## config.mk

```make
export PLATFORM = sky130hd
export DESIGN_NAME = distance_sched
export DESIGN_NICKNAME = d
export VERILOG_FILES = /design/src/rtl/distance_sched_pkg.sv /design/src/rtl/distance_sched.sv
export SDC_FILE = /design/constraint.sdc
export NUM_CORES = 1
export LEC_CHECK = 0
export ABC_AREA = 1
export BUFFER_PORTS_ARGS = -buffer_cell sky130_fd_sc_hd__buf_4
export CAP_MARGIN = 30
export CELL_PAD_IN_SITES_DETAIL_PLACEMENT = 0
export CELL_PAD_IN_SITES_GLOBAL_PLACEMENT = 2
export CORE_MARGIN = 2
export CORE_UTILIZATION = 30
export CTS_CLUSTER_DIAMETER = 60
export DETAILED_ROUTE_END_ITERATION = 6
export HOLD_SLACK_MARGIN = 0.05
export PLACE_DENSITY_LB_ADDON = 0.1
export SLEW_MARGIN = 20
export SYNTH_ARGS = -nofsm -noshare
export SYNTH_HDL_FRONTEND = slang
export SYNTH_SLANG_ARGS = --single-unit
```

## constraint.sdc

```tcl
create_clock -name clk -period 2.5 [get_ports clk]
set_clock_uncertainty 0.2 [all_clocks]
set_input_delay 0.25 -clock clk [delete_from_list [all_inputs] [get_ports clk]]
set_output_delay 0.25 -clock clk [all_outputs]
set_load 0.02 [all_outputs]
```

## src/rtl/distance_sched_pkg.sv

```systemverilog
// distance_sched_pkg
//   Shared types for the distance delta sequencer and its datapath:
//   opt kind encoding, command select/op encodings, the command word,
//   and the sequencer FSM state.
package distance_sched_pkg;

    // opt_t.com encoding; the value 3 is illegal and handled as THR.
    localparam logic [1:0] THR = 2'd0;
    localparam logic [1:0] TWO = 2'd1;
    localparam logic [1:0] OR  = 2'd2;

    typedef enum logic [2:0] {
        KN = 3'd0,
        KP = 3'd1,
        KM = 3'd2,
        LN = 3'd3,
        LP = 3'd4,
        LM = 3'd5
    } distance_select_t;

    typedef enum logic [1:0] {
        DNOP = 2'd0,
        ZERO = 2'd1,
        PLS  = 2'd2,
        MNS  = 2'd3
    } distance_op_t;

    typedef struct packed {
        distance_select_t select;
        distance_op_t     op;
    } distance_command_t;

    typedef enum logic [1:0] {
        IDLE  = 2'd0,
        ISSUE = 2'd1,
        DRAIN = 2'd2,
        DONE  = 2'd3
    } sched_state_t;

endpackage

```

## src/rtl/distance_sched.sv

```systemverilog
// distance_sched
//   Command sequencer for the distance delta datapath. Each accepted
//   request pulses opt_run, streams the fixed per-kind command words
//   (one per cycle), waits out the datapath latency and pulses done.
//
// Handshake: a request is accepted in a cycle where the block is idle
//   (busy=0 seen before acceptance) and start=1; busy then stays high
//   from that acceptance cycle through the done cycle inclusive. start
//   in any other cycle is ignored and never queued.
//
// Ports:
//   clk        clock
//   reset      synchronous active-high reset
//   start      request a delta evaluation
//   opt_kind   THR / TWO / OR, sampled on acceptance
//   busy       high from acceptance through done
//   opt_run    one-cycle pulse in the acceptance cycle
//   command    registered select/op word for the datapath
//   done       one-cycle pulse when delta_distance is final
//   fsm_state  current sequencer state, for observation
module distance_sched
    import distance_sched_pkg::*;
#(
    parameter int DP_LAT = 8
) (
    input  logic              clk,
    input  logic              reset,
    input  logic              start,
    input  logic [1:0]        opt_kind,
    output logic              busy,
    output logic              opt_run,
    output distance_command_t command,
    output logic              done,
    output sched_state_t      fsm_state
);

    // Drain counter runs 1..DP_LAT-1; the done cycle itself is the
    // DP_LAT-th cycle after the last slot. Sized to hold DP_LAT.
    localparam int              DW         = (DP_LAT < 2) ? 1 : $clog2(DP_LAT + 1);
    localparam logic [DW-1:0]   DRAIN_LAST = DW'(DP_LAT - 1);
    localparam logic [DW-1:0]   DRAIN_ONE  = DW'(1);
    localparam bit              SKIP_DRAIN = (DP_LAT == 1);
    localparam distance_command_t IDLE_CMD = '{select: KN, op: DNOP};

    sched_state_t   state, state_n;
    logic [2:0]     slot, slot_n;
    logic [DW-1:0]  drain_cnt, drain_cnt_n;
    logic           is_or, is_or_n;
    logic           accept;
    logic [2:0]     last_slot;

    // Fixed command streams. Slot i's op applies to the distance between
    // the cities selected in slots i-1 and i; slot 0 clears the sum.
    function automatic distance_command_t slot_cmd(input logic use_or, input logic [2:0] idx);
        distance_command_t c;
        c = IDLE_CMD;
        if (use_or) begin
            case (idx)
                3'd0: c = '{select: KM, op: ZERO};
                3'd1: c = '{select: KN, op: MNS};
                3'd2: c = '{select: KP, op: MNS};
                3'd3: c = '{select: KM, op: PLS};
                3'd4: c = '{select: LN, op: DNOP};  // reposition only
                3'd5: c = '{select: LP, op: MNS};
                3'd6: c = '{select: KN, op: PLS};
                3'd7: c = '{select: LN, op: PLS};
                default: c = IDLE_CMD;
            endcase
        end else begin
            case (idx)
                3'd0: c = '{select: KN, op: ZERO};
                3'd1: c = '{select: KP, op: MNS};
                3'd2: c = '{select: LP, op: PLS};
                3'd3: c = '{select: LN, op: MNS};
                3'd4: c = '{select: KN, op: PLS};
                default: c = IDLE_CMD;
            endcase
        end
        return c;
    endfunction

    // Reset gates acceptance so no opt_run escapes in a reset cycle.
    assign accept    = (state == IDLE) && start && !reset;
    assign last_slot = is_or ? 3'd7 : 3'd4;

    always_comb begin
        state_n     = state;
        slot_n      = slot;
        drain_cnt_n = drain_cnt;
        is_or_n     = is_or;
        case (state)
            IDLE: begin
                if (accept) begin
                    is_or_n     = (opt_kind == OR);
                    slot_n      = 3'd0;
                    drain_cnt_n = DRAIN_ONE;
                    if (opt_kind == TWO || opt_kind == OR) begin
                        state_n = ISSUE;
                    end else begin
                        // THR and illegal kinds issue no slots.
                        state_n = SKIP_DRAIN ? DONE : DRAIN;
                    end
                end
            end
            ISSUE: begin
                if (slot == last_slot) begin
                    state_n     = SKIP_DRAIN ? DONE : DRAIN;
                    drain_cnt_n = DRAIN_ONE;
                end else begin
                    slot_n = slot + 3'd1;
                end
            end
            DRAIN: begin
                if (drain_cnt == DRAIN_LAST) begin
                    state_n = DONE;
                end else begin
                    drain_cnt_n = drain_cnt + DRAIN_ONE;
                end
            end
            DONE: begin
                state_n     = IDLE;
                slot_n      = 3'd0;
                drain_cnt_n = '0;
            end
            default: state_n = IDLE;
        endcase
    end

    always_ff @(posedge clk) begin
        if (reset) begin
            state     <= IDLE;
            slot      <= 3'd0;
            drain_cnt <= '0;
            is_or     <= 1'b0;
            command   <= IDLE_CMD;
        end else begin
            state     <= state_n;
            slot      <= slot_n;
            drain_cnt <= drain_cnt_n;
            is_or     <= is_or_n;
            // Command is registered from the next state so slot i appears
            // exactly in the cycle the FSM sits on slot i.
            command   <= (state_n == ISSUE) ? slot_cmd(is_or_n, slot_n) : IDLE_CMD;
        end
    end

    assign busy      = (state != IDLE) || accept;
    assign opt_run   = accept;
    assign done      = (state == DONE);
    assign fsm_state = state;

endmodule
```

==> impl_results.md <==
* Outcome: finished clean
* Final period utilization at 88.2%
* Data required, critical path at 2.54 ns
* DRC Markers at 0
* Met1 Usage GRT at 16.4%
* Hpwl dp at 1730 microns
* Unrepaired setup endpoints after global routing: false
* Via density at 4.35
* Most Used Layer, Global Route: met2
* CTS tree: done
* Setup TNS at 0 ns
* Power density over the cells at 509 nW/um^2
* Die W at 60.4 microns
* Slew headroom at 76.9%
* Initial cell density of the core at 31.5%
* Initial antenna violation count at 0
* Setup CP Type: in2reg
* Vias at 883
* CTS root buf: clkbuf_4
* Met3 Use GR at roughly 3.4%
* Arr. time, crit path at 2.24 ns
* Final Wtd Congestion at 0.789
* Per-cell routed wire length at 10.6 microns
* Static Leak at roughly 0.56 nW
* Clk_lat worst skew at a little under 0.3 ns
* Drt initial violations at 26
* Largest net degree at the start of global routing at 10
* CP max FO at 8
* Period minus WS final at 2.20 ns
* Layout Cells excl Fill at around 200
* CP endpoint kind: register
* IO Count at 15
* Hold Violations, Final at 0
* Mapped Nets at 150
* Design Area, Final at 1190 sq um
* Die ar. at 3650 sq um
* H-tree levels at 1
* Num CTS Buffers at 3
* Mapped Area at 955 sq um
* Peak supply drop at 0.000207 V
* Core Region at 3030 sq um
* Die H at 60.4 microns
* Finish-stage setup viols at 0
* Syn Area/Cell at 6.97 sq um
* Clk slew on worst S/H paths at around 0.090 ns
* Routed Antenna Nets at 0
* Number of cell rows at 20
* Commonest cells after routing, fill and taps aside: nand2_1 (28), nor2_1 (20), buf_4 (18), inv_1 (17), dfxtp_1 (15)
* Crit start category: input port
* Antenna Cells at 0
* Router iterations before antenna repair at 3
* Max Buffers Root-to-Sink at 2
* Vias in the first global route at 859
* Yosys warns at 0
* Sequential share of the synthesized area at 31.5%
* Syn-to-layout area delta at 25.0%
* PortBufs at 14
* Cell variety after synth at 24
* Max_cap viols at 0
* Grt total ovfl at 0
* Layout cells sized above 1 at between 20% and 30%
* Final WL at 2150 microns
* Syn Inst Count at 137
* DP Cell Count at 195
* Overall Global Routing Usage at 14.3%
* Commonest non-fill, non-tap cell in the layout: nand2_1
* Global routing usage on met2 at 25.6%
* Clock sinks at 15
* Synthesis-stage register bit count at 15
* First-pass GRT wire length at 3840 microns
* Nets at 173
* DP Area at 1120 sq um
* Slew Viols, Final at 0
* Actual slew at the worst max-slew pin at 0.347 ns
* Hold Crit Class: in2reg
* Fmax at 454 MHz
sequential cells by signal, indices dropped and copies added (netlist names):
| register | cells |
|---|---|
| slot | 3 |
| is_or | 1 |
| drain_cnt | 4 |
| fsm_state | 2 |
| command | 5 |
stage by stage:
step / utilization (%) / hold WS [ns] / power (W) / setup slack [ns]
floorplan: - / 0.259 / 0.000404 / 0.356
global placement: 36.9 / 0.273 / 0.000464 / 0.338
detailed placement: 36.9 / 0.276 / 0.000460 / 0.306
CTS: 38.1 / 0.228 / 0.000606 / 0.167
global route: 39.4 / 0.273 / 0.000653 / 0.0208
finish: 39.4 / 0.226 / 0.000607 / 0.296
synth_stat cells (all sizes together):
| master | count | area, sq um |
|---|---|---|
| nor3 | 2 | 10.0 |
| nand3b | 1 | 7.51 |
| nor2 | 22 | 97.6 |
| a21oi | 8 | 43.8 |
| buf | 1 | 5.00 |
| a22oi | 1 | 7.51 |
| inv | 22 | 82.6 |
| xor2 | 1 | 8.76 |
| nand2 | 31 | 129 |
| nand3 | 18 | 113 |
| o21bai | 1 | 7.51 |
| ha | 8 | 100 |
| o21ai | 5 | 36.3 |
| nand4 | 1 | 6.26 |
| dfxtp | 15 | 300 |
layout make-up:
type,count,area (sq um)
Sequential cell,15,300
Clock buffer,4,26.3
Inverter,22,82.6
Multi-Input combinational cell,99,584
Tap cell,44,55.1
Timing Repair Buffer,19,145
Fill cell,324,1830
worst paths after layout:
path	startpoint	endpoint	slack [ns]	cells after the start
max	reset	command[2]$_SDFF_PP0_	0.30	16
min	opt_kind[1]	is_or$_SDFF_PP0_	0.23	4
min reg2reg	drain_cnt[1]$_SDFFE_PP0P_	drain_cnt[1]$_SDFFE_PP0P_	0.29	2
max reg2reg	fsm_state[0]$_SDFF_PP0_	command[1]$_SDFF_PP0_	0.34	10
cells by family (layout without fill, tap and decap cells):
group           after synthesis  after routing  synth area share [%]
simple gates                 75             75                  38.0
buf+inv                      23             45                  9.17
compound gates               15             15                  9.96
flops                        15             15                  31.5
fa+ha+maj                     8              8                  10.5
xor+xnor                      1              1                 0.918
layer usage:
| layer | routed length, microns | part of all wire [%] |
|---|---|---|
| met2 | 1060 | 49 |
| met5 | 0 | 0 |
| met3 | 66 | 3.1 |
| met1 | 984 | 46 |
| met4 | 42 | 1.9 |
worst max-delay path, stage by stage:
cell and delay (ns):
dlygate4sd3_1 0.53, buf_4 0.18, inv_2 0.12, nand3_4 0.11, nand2_1 0.08, nand2_1 0.05
nand2_1 0.05, nand2_1 0.11, inv_2 0.11, ha_2 0.20, nor2_1 0.04, nor2_1 0.14
nand2_1 0.07, nand3_1 0.09, nand3_1 0.07, inv_1 0.05
where the power goes:
part | internal [W] | leakage (nW) | switching (W)
combinational | 0.0000760 | 0.424 | 0.000121
sequential | 0.000253 | 0.122 | 0.0000144
clock | 0.0000621 | 0.0150 | 0.0000804
total | 0.000391 | 0.560 | 0.000216
timing repair:
| item | CTS | global route |
|---|---|---|
| gates resized for setup | 0 | 5 |
| setup buffers | 0 | 3 |
| setup endpoints to repair | 0 | 2 |
| hold endpoints to repair | 7 | 0 |
| hold buffers | 1 | 0 |
No activity file was read; power rests on OpenSTA's default activity.
